## src/rtl/motor_off_timer.sv

```systemverilog
// rtl/motor_off_timer.sv - motor auto-off countdown timer, 1 s steps, one-cycle timeout pulse
// Optional BCD remaining-seconds output enabled by MOTOR_TIMER_BCD_EN.
module motor_off_timer #(
    parameter int CLK_FREQ = 100_000_000,
    parameter int TIME_W   = 5
) (
    input  logic              i_clk,
    input  logic              i_reset,
    input  logic [TIME_W-1:0] i_timeState,
    input  logic [2:0]        i_pwm_state,
    output logic [TIME_W-1:0] o_remain,
    output logic              o_active,
    output logic              o_timeout
`ifdef MOTOR_TIMER_BCD_EN
    ,
    output logic [7:0]        o_remain_bcd
`endif
);

    localparam int PRE_W = (CLK_FREQ > 1) ? $clog2(CLK_FREQ) : 1;

    typedef enum logic [1:0] {
        IDLE   = 2'd0,
        RUN    = 2'd1,
        EXPIRE = 2'd2
    } state_t;

    state_t            state;
    logic [TIME_W-1:0] prevTime;
    logic [PRE_W-1:0]  prescaler;
    logic              loadEvent;
    logic              tick;
    logic              pwmOn;

    assign loadEvent = (i_timeState != prevTime);
    assign tick      = (prescaler == PRE_W'(CLK_FREQ - 1));
    assign pwmOn     = (i_pwm_state != 3'd0);

    always_ff @(posedge i_clk or negedge i_reset) begin
        if (!i_reset) begin
            state     <= IDLE;
            prevTime  <= '0;
            prescaler <= '0;
            o_remain  <= '0;
            o_active  <= 1'b0;
            o_timeout <= 1'b0;
        end else begin
            prevTime  <= i_timeState;
            o_timeout <= 1'b0;
            case (state)
                IDLE: begin
                    prescaler <= '0;
                    if (loadEvent && (i_timeState != '0) && pwmOn) begin
                        state    <= RUN;
                        o_remain <= i_timeState;
                        o_active <= 1'b1;
                    end
                end
                RUN: begin
                    // Motor-off beats a new selection, which beats the 1 s tick.
                    if (!pwmOn) begin
                        state     <= IDLE;
                        o_remain  <= '0;
                        o_active  <= 1'b0;
                        prescaler <= '0;
                    end else if (loadEvent) begin
                        prescaler <= '0;
                        if (i_timeState == '0) begin
                            state    <= IDLE;
                            o_remain <= '0;
                            o_active <= 1'b0;
                        end else begin
                            o_remain <= i_timeState;
                        end
                    end else if (tick) begin
                        prescaler <= '0;
                        if (o_remain > TIME_W'(1)) begin
                            o_remain <= o_remain - TIME_W'(1);
                        end else begin
                            o_remain  <= '0;
                            state     <= EXPIRE;
                            o_active  <= 1'b0;
                            o_timeout <= 1'b1;
                        end
                    end else begin
                        prescaler <= prescaler + PRE_W'(1);
                    end
                end
                EXPIRE: begin
                    state     <= IDLE;
                    prescaler <= '0;
                end
                default: begin
                    state     <= IDLE;
                    prescaler <= '0;
                    o_remain  <= '0;
                    o_active  <= 1'b0;
                end
            endcase
        end
    end

`ifdef MOTOR_TIMER_BCD_EN
    logic [TIME_W-1:0] bcdTens;
    logic [TIME_W-1:0] bcdOnes;

    assign bcdTens = o_remain / TIME_W'(10);
    assign bcdOnes = o_remain % TIME_W'(10);
    assign o_remain_bcd = {(bcdTens > TIME_W'(9)) ? 4'd9 : bcdTens[3:0], bcdOnes[3:0]};
`endif

endmodule

```

## config.mk

```make
export PLATFORM = sky130hd
export DESIGN_NAME = motor_off_timer
export DESIGN_NICKNAME = d
export VERILOG_FILES = /design/src/rtl/motor_off_timer.sv
export SDC_FILE = /design/constraint.sdc
export NUM_CORES = 1
export LEC_CHECK = 0
export ABC_CLOCK_PERIOD_IN_PS = 2400
export BUFFER_PORTS_ARGS = -buffer_cell sky130_fd_sc_hd__buf_2
export CAP_MARGIN = 30
export CORE_MARGIN = 2
export CORE_UTILIZATION = 59
export CTS_CLUSTER_DIAMETER = 200
export DETAILED_ROUTE_END_ITERATION = 8
export PLACE_DENSITY = 0.78
export SYNTH_ARGS = -nofsm -noshare
export SYNTH_HDL_FRONTEND = slang
export SYNTH_SLANG_ARGS = --single-unit
```

## constraint.sdc

```tcl
create_clock -name i_clk -period 2.4 [get_ports i_clk]
set_clock_uncertainty 0.05 [all_clocks]
set_input_delay 0.12 -clock i_clk [delete_from_list [all_inputs] [get_ports i_clk]]
set_output_delay 0.12 -clock i_clk [all_outputs]
set_load 0.05 [all_outputs]
```

==> results of run 1 <==
## kinds of logic after synthesis
family	Yosys count	share of synthesized area, %
buf+inv	19	3.59
compound gates	22	8.70
mux	2	1.06
flops	41	48.2
simple gates	97	23.9
xor+xnor	31	12.8
fa+ha+maj	3	1.76
## final cells by class
class                   count  area [µm²]
clock buffers               7        55.1
clock inverters             1        30.0
fillers                   242         946
inverters                  15        56.3
multi-input cells         155        1030
flip-flops and latches     41        1030
well taps                  46        57.6
repair buffers             29         193
## repair_timing
| item | CTS | global route |
|---|---|---|
| endpoints found under the hold margin | 46 | 0 |
| hold buffers | 6 | 0 |
| setup endpoints to repair | 0 | 0 |
## worst reg2reg max path, cell delays in order, from the launching register on
cell,delay [ns]
dfrtp_1,0.45
or4b_4,0.56
nor4_4,0.19
nand4_4,0.20
a22oi_4,0.31
mux2_1,0.35
## registers in the layout, indices dropped and copies added, names as in the netlist
| name | cells |
|---|---|
| prescaler | 27 |
| o_remain | 5 |
| prevTime | 5 |
| state | 2 |
| o_active | 1 |
| o_timeout | 1 |
## per-layer routing
metal / wire length [µm] / global-route usage [%] / vias to the layer above
met4: 59 / 8.70 / 0
li1: - / - / 818
met1: 1810 / 30.5 / 787
met2: 1900 / 36.7 / 40
met5: 0 / 0 / -
met3: 193 / 4.23 / 6
## cells in the mapped netlist (3+ instances only)
library cell  number  area (µm²)
and3_1             4        25.0
o2bb2ai_1          3        26.3
nor4_1             3        18.8
xnor2_1           12         105
nor2_1            33         124
o22ai_1            3        18.8
buf_2              4        20.0
xor2_1            19         166
ha_1               3        37.5
nand3_1           13        65.1
nand4_1            6        37.5
dfrtp_1           41        1030
a222oi_1           3        30.0
inv_1             15        56.3
nand2_1           14        52.6
nor3_1            12        60.1
## placed cells by master (no fill, tap or decap), types with 2 or more instances in the layout
master and instances:
dfrtp_1 41, nor2_1 33, xor2_1 19, buf_2 16
inv_1 15, nand2_1 14, nand3_1 13, nor3_1 12
xnor2_1 12, buf_4 7, nand4_1 6, dlygate4sd3_1 6
clkbuf_4 5, and3_1 4, nor4_1 3, o22ai_1 3
a222oi_1 3, o2bb2ai_1 3, ha_1 3, or4_1 2
and2_1 2, o32ai_1 2, mux2_1 2, o21ai_0 2
## final timing paths
check / end / from / depth (start not counted) / slack [ns]
max: o_remain[1] / prescaler[19] / 5 / 0.20
max in group asynchronous: prescaler[19] / i_reset / 2 / 1.38
max reg2reg: o_remain[1] / prescaler[19] / 5 / 0.20
min in group i_clk: prevTime[2] / i_timeState[2] / 2 / 0.43
min reg2reg: prescaler[0] / prescaler[0] / 1 / 0.44
min: prescaler[4] / i_reset / 2 / 0.36
## power by group
part / total (mW) / internal (mW) / leakage, nW / switching, mW
clock network: 0.464 / 0.249 / 0.0455 / 0.215
logic: 0.189 / 0.0591 / 0.464 / 0.130
registers: 0.729 / 0.711 / 0.545 / 0.0183
==> impl_metrics.sql, run 1 <==
INSERT INTO impl_metrics (metric_group, metric, value, unit) VALUES
('outcome', 'run_status', 'complete, no violations', ''),
('clocking', 'clk_latency', '0.35', 'ns'),
('critical_path', 'worst_path_max_delay_cell', 'or4b_4', ''),
('global_routing', 'grt_antenna_before_repair', '0', ''),
('sta', 'report.final.setup_viol', '0', ''),
('placement', 'placedCellCount', '280', ''),
('route', 'total_wirelength', '3960', 'µm'),
('route', 'drt-pass1-iter-count', '5', ''),
('finish', 'finish.net_count', '260', ''),
('finish', 'layout.core_utilization', '72.1', '%'),
('yosys', 'syn-num-nets', '228', ''),
('power', 'worst_ir_drop_vdd', '0.000404', 'V'),
('finish', 'layout.cells.non_filler', '294', ''),
('sta', 'final.setup.tns', '0', 'ns'),
('clocking', 'cts_repair_resize_count', '0', ''),
('global_routing', 'global_route_total_overflow', '0', ''),
('yosys', 'netlist_area', '2130', 'µm²'),
('floorplan', 'die_area', '4100', 'µm²'),
('yosys', 'avgSynthCellArea', '9.90', 'µm²'),
('clocking', 'cts_setup_buffers', '0', ''),
('yosys', 'syn_inst', '215', ''),
('clocking', 'cts_tree', 'built', ''),
('sta', 'layout_min_cycle_time', '2.20', 'ns'),
('floorplan', 'floorplan.die.width', '64.1', 'µm'),
('yosys', 'synth_edf_count', '0', ''),
('route', 'via_count', '1651', ''),
('critical_path', 'worstPathBufferInverterCount', '0', ''),
('yosys', 'async_flop_share', '100', '%'),
('finish', 'areaGrowthSynthToFinish', '14.8', '%'),
('route', 'routed_via_density', '5.62', ''),
('power', 'report.power.total', '1.38', 'mW'),
('yosys', 'synth.yosys.seq_area_share', '48.2', '%'),
('finish', 'antenna_cells_inserted', '0', ''),
('global_routing', 'grt_start_max_net_pins', '42', ''),
('sta', 'timing.max_slew.rel_slack', '41.3', '%'),
('critical_path', 'cp.arrival', '2.40', 'ns'),
('finish', 'final_cell_area', '2440', 'µm²'),
('critical_path', 'critical_path.startpoint_type', 'flip-flop', ''),
('placement', 'placed_area', '2300', 'µm²'),
('critical_path', 'worst_path_dominant_cell_family', 'simple AND/OR/NAND/NOR gates', ''),
('critical_path', 'critPathMaxStageDelay', '0.56', 'ns'),
('sta', 'fmax', '0.454', 'GHz'),
('yosys', 'yosysWarningCount', '0', ''),
('floorplan', 'die_h', '64.1', 'µm'),
('floorplan', 'initial_utilization', '62.8', '%'),
('global_routing', 'grt_first_pass_wirelength', '7270', 'µm'),
('power', 'power.leakage', '1.05', 'nW'),
('critical_path', 'critical_path_required', '2.60', 'ns'),
('yosys', 'ys_ff_latch', '41', ''),
('yosys', 'netlist-cell-type-count', '38', ''),
('clocking', 'worst_setup_hold_path_clk_slew', '0.12', 'ns'),
('sta', 'hold_slack', '0.356', 'ns'),
('placement', 'hpwl', '2830', 'µm'),
('route', 'drt_iter0_drc', '115', ''),
('sta', 'max_slew.worst_pin.slew', '0.881', 'ns'),
('run', 'cap_viol_max_count', '0', ''),
('floorplan', 'core-area', '3390', 'µm²'),
('route', 'antenna_violating_nets_post_route', '0', ''),
('clocking', 'clock_path_buffers', '2', ''),
('clocking', 'cts_htree_levels', '2', ''),
('clocking', 'clock-sinks', '41', ''),
('yosys', 'synth-main-ff-cell', 'dfrtp_1', ''),
('route', 'drc', '0', ''),
('placement', 'worst_setup_slack_after_placement', '0.186', 'ns'),
('clocking', 'cts_root_buffer', 'clkbuf_4', ''),
('sta', 'setup_repair_after_global_routing_missed_its_margin', 'no', ''),
('min_path', 'hold_class', 'input pin to asynchronous set/reset pin', ''),
('global_routing', 'first_global_vias', '1671', ''),
('finish', 'ratio_of_cells_with_drive_above_1_in_the_final_layout', '14.5', '%'),
('sta', 'slew_viol_final', '0', ''),
('critical_path', 'cp-end-kind', 'flip-flop', ''),
('route', 'wire_per_inst', '13.5', 'µm'),
('placement', 'count_of_buffers_inserted_at_the_top_level_ports', '16', ''),
('power', 'cellPowerDensity', '565', 'nW/µm²'),
('sta', 'timing.final.crit_share', '91.8', '%'),
('critical_path', 'worstPathCellList', 'or4b_4, nor4_4, nand4_4, a22oi_4, mux2_1', ''),
('floorplan', 'rows', '21', ''),
('clocking', 'cts_buffers', '5', ''),
('placement', 'gp_routability_congestion', '0.886', ''),
('global_routing', 'grt_util_all_layers', '22.8', '%'),
('sta', 'final.setup.worst_slack', '0.196', 'ns'),
('critical_path', 'worst-path-max-fanout', '9', ''),
('sta', 'hold_violations', '0', ''),
('critical_path', 'crit_type', 'flip-flop to flip-flop', ''),
('floorplan', 'floorplan.io_pins', '17', '');
Note: power is estimated with default switching activity, not from simulation.
==> inputs of run 2 (changes only) <==
--- a/config.mk
+++ b/config.mk
@@ -8,7 +8,7 @@
 export ABC_CLOCK_PERIOD_IN_PS = 2400
 export BUFFER_PORTS_ARGS = -buffer_cell sky130_fd_sc_hd__buf_2
 export CAP_MARGIN = 30
-export CORE_MARGIN = 2
+export CORE_ASPECT_RATIO = 0.9
 export CORE_UTILIZATION = 59
 export CTS_CLUSTER_DIAMETER = 200
 export DETAILED_ROUTE_END_ITERATION = 8
==> run 2 against run 1 <==
Compared with the run above:
- via count increased by 0.30%
- cell area is 1.2% higher
- combinational power is 2% higher
- critical endpoint is now o_remain[0]
- hold slack improved by 0.072 ns
- die area shrank 6.1%
- maximum frequency decreased by 1.9%
- sequential share of layout area is 0.49 points lower
==> impl_metrics.sql, run 2 (same netlist as run 1, synthesis figures left out) <==
INSERT INTO impl_metrics (metric_group, metric, value, unit) VALUES
('outcome', 'run_status', 'complete, no violations', ''),
('critical_path', 'critPathMaxStageDelay', '0.57', 'ns'),
('finish', 'most-common-layout-cells', 'dfrtp_1, nor2_1, xor2_1', ''),
('clocking', 'cts_htree_levels', '2', ''),
('global_routing', 'first_global_vias', '1629', ''),
('power', 'seq_power_share', '49.0', '%'),
('critical_path', 'worst-path-max-fanout', '9', ''),
('route', 'via_count', '1656', ''),
('critical_path', 'r2r_cells', '5', ''),
('floorplan', 'floorplan.io_pins', '17', ''),
('floorplan', 'rows', '20', ''),
('finish', 'ff_latch_area', '1030', 'µm²'),
('global_routing', 'grt_first_pass_wirelength', '7310', 'µm'),
('critical_path', 'cp-end-kind', 'flip-flop', ''),
('sta', 'report.final.setup_viol', '0', ''),
('route', 'drt_iter0_drc', '146', ''),
('floorplan', 'core-area', '3400', 'µm²'),
('sta', 'timing.final.crit_share', '93.6', '%'),
('finish', 'flip_flop_count_of_the_largest_register_after_layout', '27', ''),
('route', 'drc', '0', ''),
('route', 'routed_via_density', '5.67', ''),
('power', 'worst_ir_drop_vdd', '0.000484', 'V'),
('sta', 'slew_viol_final', '0', ''),
('global_routing', 'grt_antenna_before_repair', '0', ''),
('sta', 'max_slew.worst_pin.slew', '0.883', 'ns'),
('critical_path', 'worstPathCellList', 'or4b_4, nor4_4, nand4_4, a22oi_4, mux2_1', ''),
('global_routing', 'global_route_total_overflow', '0', ''),
('power', 'netSwitchingPower', '0.382', 'mW'),
('route', 'wire_per_inst', '14.5', 'µm'),
('critical_path', 'critical_path_required', '2.53', 'ns'),
('min_path', 'hold_class', 'input pin to asynchronous set/reset pin', ''),
('finish', 'areaGrowthSynthToFinish', '16.2', '%'),
('run', 'cap_viol_max_count', '0', ''),
('finish', 'multi_input_gate_area_in_the_final_layout', '1030', 'µm²'),
('power', 'cellPowerDensity', '604', 'nW/µm²'),
('critical_path', 'critical_path.startpoint_type', 'flip-flop', ''),
('critical_path', 'worst_path_dominant_cell_family', 'simple AND/OR/NAND/NOR gates', ''),
('finish', 'ratio_of_cells_with_drive_above_1_in_the_final_layout', '14.5', '%'),
('clocking', 'cts_tree', 'built', ''),
('sta', 'timing.max_slew.rel_slack', '41.1', '%'),
('route', 'drt-pass1-iter-count', '4', ''),
('finish', 'final_common_cell', 'dfrtp_1', ''),
('floorplan', 'die_area', '3850', 'µm²'),
('floorplan', 'die_h', '59.0', 'µm'),
('clocking', 'clock_path_buffers', '2', ''),
('sta', 'hold_violations', '0', ''),
('power', 'power_switching_share', '25.6', '%'),
('placement', 'gp_routability_congestion', '0.783', ''),
('route', 'antenna_violating_nets_post_route', '0', ''),
('sta', 'fmax', '0.445', 'GHz'),
('global_routing', 'grt_start_max_net_pins', '42', ''),
('sta', 'setup_repair_after_global_routing_missed_its_margin', 'no', ''),
('sta', 'final.setup.tns', '0', 'ns'),
('finish', 'largest-register', 'prescaler', ''),
('route', 'total_wirelength', '4230', 'µm'),
('power', 'power.share.combinational', '12.9', '%'),
('power', 'p_clk_share', '38.1', '%'),
('finish', 'finish.net_count', '260', ''),
('clocking', 'cts_buffers', '5', ''),
('floorplan', 'floorplan.die.width', '65.3', 'µm'),
('sta', 'hold_slack', '0.428', 'ns'),
('critical_path', 'worst-path-stages', '5', ''),
('power', 'report.power.total', '1.49', 'mW'),
('clocking', 'worst_setup_hold_path_clk_slew', '0.07', 'ns'),
('finish', 'antenna_cells_inserted', '0', ''),
('floorplan', 'initial_utilization', '62.5', '%'),
('placement', 'hpwl', '2930', 'µm'),
('placement', 'count_of_buffers_inserted_at_the_top_level_ports', '16', ''),
('clocking', 'clock-sinks', '41', ''),
('critical_path', 'worst_path_max_delay_cell', 'or4b_4', ''),
('critical_path', 'worstPathBufferInverterCount', '0', ''),
('finish', 'filler_cell_count', '258', ''),
('critical_path', 'crit_type', 'flip-flop to flip-flop', ''),
('critical_path', 'cp.arrival', '2.37', 'ns'),
('clocking', 'cts_root_buffer', 'clkbuf_8', ''),
('power', 'internal_power', '1.11', 'mW'),
('power', 'power.leakage', '1.07', 'nW'),
('sta', 'layout_min_cycle_time', '2.25', 'ns'),
('finish', 'largest_registers', 'prescaler (27), o_remain (5), prevTime (5)', ''),
('global_routing', 'grt_util_all_layers', '25.7', '%'),
('clocking', 'clk_latency', '0.30', 'ns');
## run 2: cell types whose count changed in the layout (fill, tap and decap cells not counted)
cell,before,now
clkbuf_4,5,0
clkbuf_8,1,6
## run 2: worst paths after layout
path                                from      endpoint  slack, ns
max                        prescaler[19]   o_remain[0]       0.15
min                              i_reset  prescaler[3]       0.43
max reg2reg                prescaler[19]   o_remain[0]       0.15
min reg2reg                 prescaler[0]  prescaler[0]       0.44
max in group asynchronous        i_reset   o_remain[4]       1.32
min in group i_clk          prescaler[0]  prescaler[0]       0.44
## run 2: layout make-up
type	count	share of cell area [%]
flip-flops and latches	41	41.5
inverters	15	2.28
clock inverters	1	1.21
clock buffers	7	3.49
well taps	44	2.23
multi-input cells	155	41.5
repair buffers	29	7.79
## run 2: worst register-to-register path: stages, from the launching register on
cell and delay (ns):
dfrtp_1 0.43, or4b_4 0.57, nor4_4 0.19, nand4_4 0.21, a22oi_4 0.32, mux2_1 0.35
## run 2: timing repair
action	CTS	global route
gates resized for setup	0	0
buffers inserted	0	0
hold buffers	6	0
endpoints found under the setup margin	0	0
endpoints found under the hold margin	46	0
## run 2: routing by layer
layer	track usage (%)	part of all wire [%]	vias to the layer above
met4	11.8	1.6	0
li1	-	-	815
met1	33.2	47	801
met2	41.7	48	33
met3	5.77	3.4	7
met5	0	0	-
## run 2: stage by stage
stage	utilization (%)	cells	cell area [µm²]	setup WS, ns
after detailed placement	67.5	278	2300	0.185
final	72.6	292	2470	0.153
after global placement	67.5	278	2300	0.238
after global routing	72.6	292	2470	0.0438
after CTS	72.6	292	2470	0.155
after floorplan	-	215	2130	0.309
## run 2: power groups by stage
stage | sequential, mW | clock (mW) | combinational, mW
after floorplan | 0.792 | 0 | 0.0714
after global placement | 0.743 | 0 | 0.181
after detailed placement | 0.743 | 0 | 0.185
after CTS | 0.731 | 0.583 | 0.193
after global routing | 0.734 | 0.601 | 0.212
final | 0.731 | 0.569 | 0.193
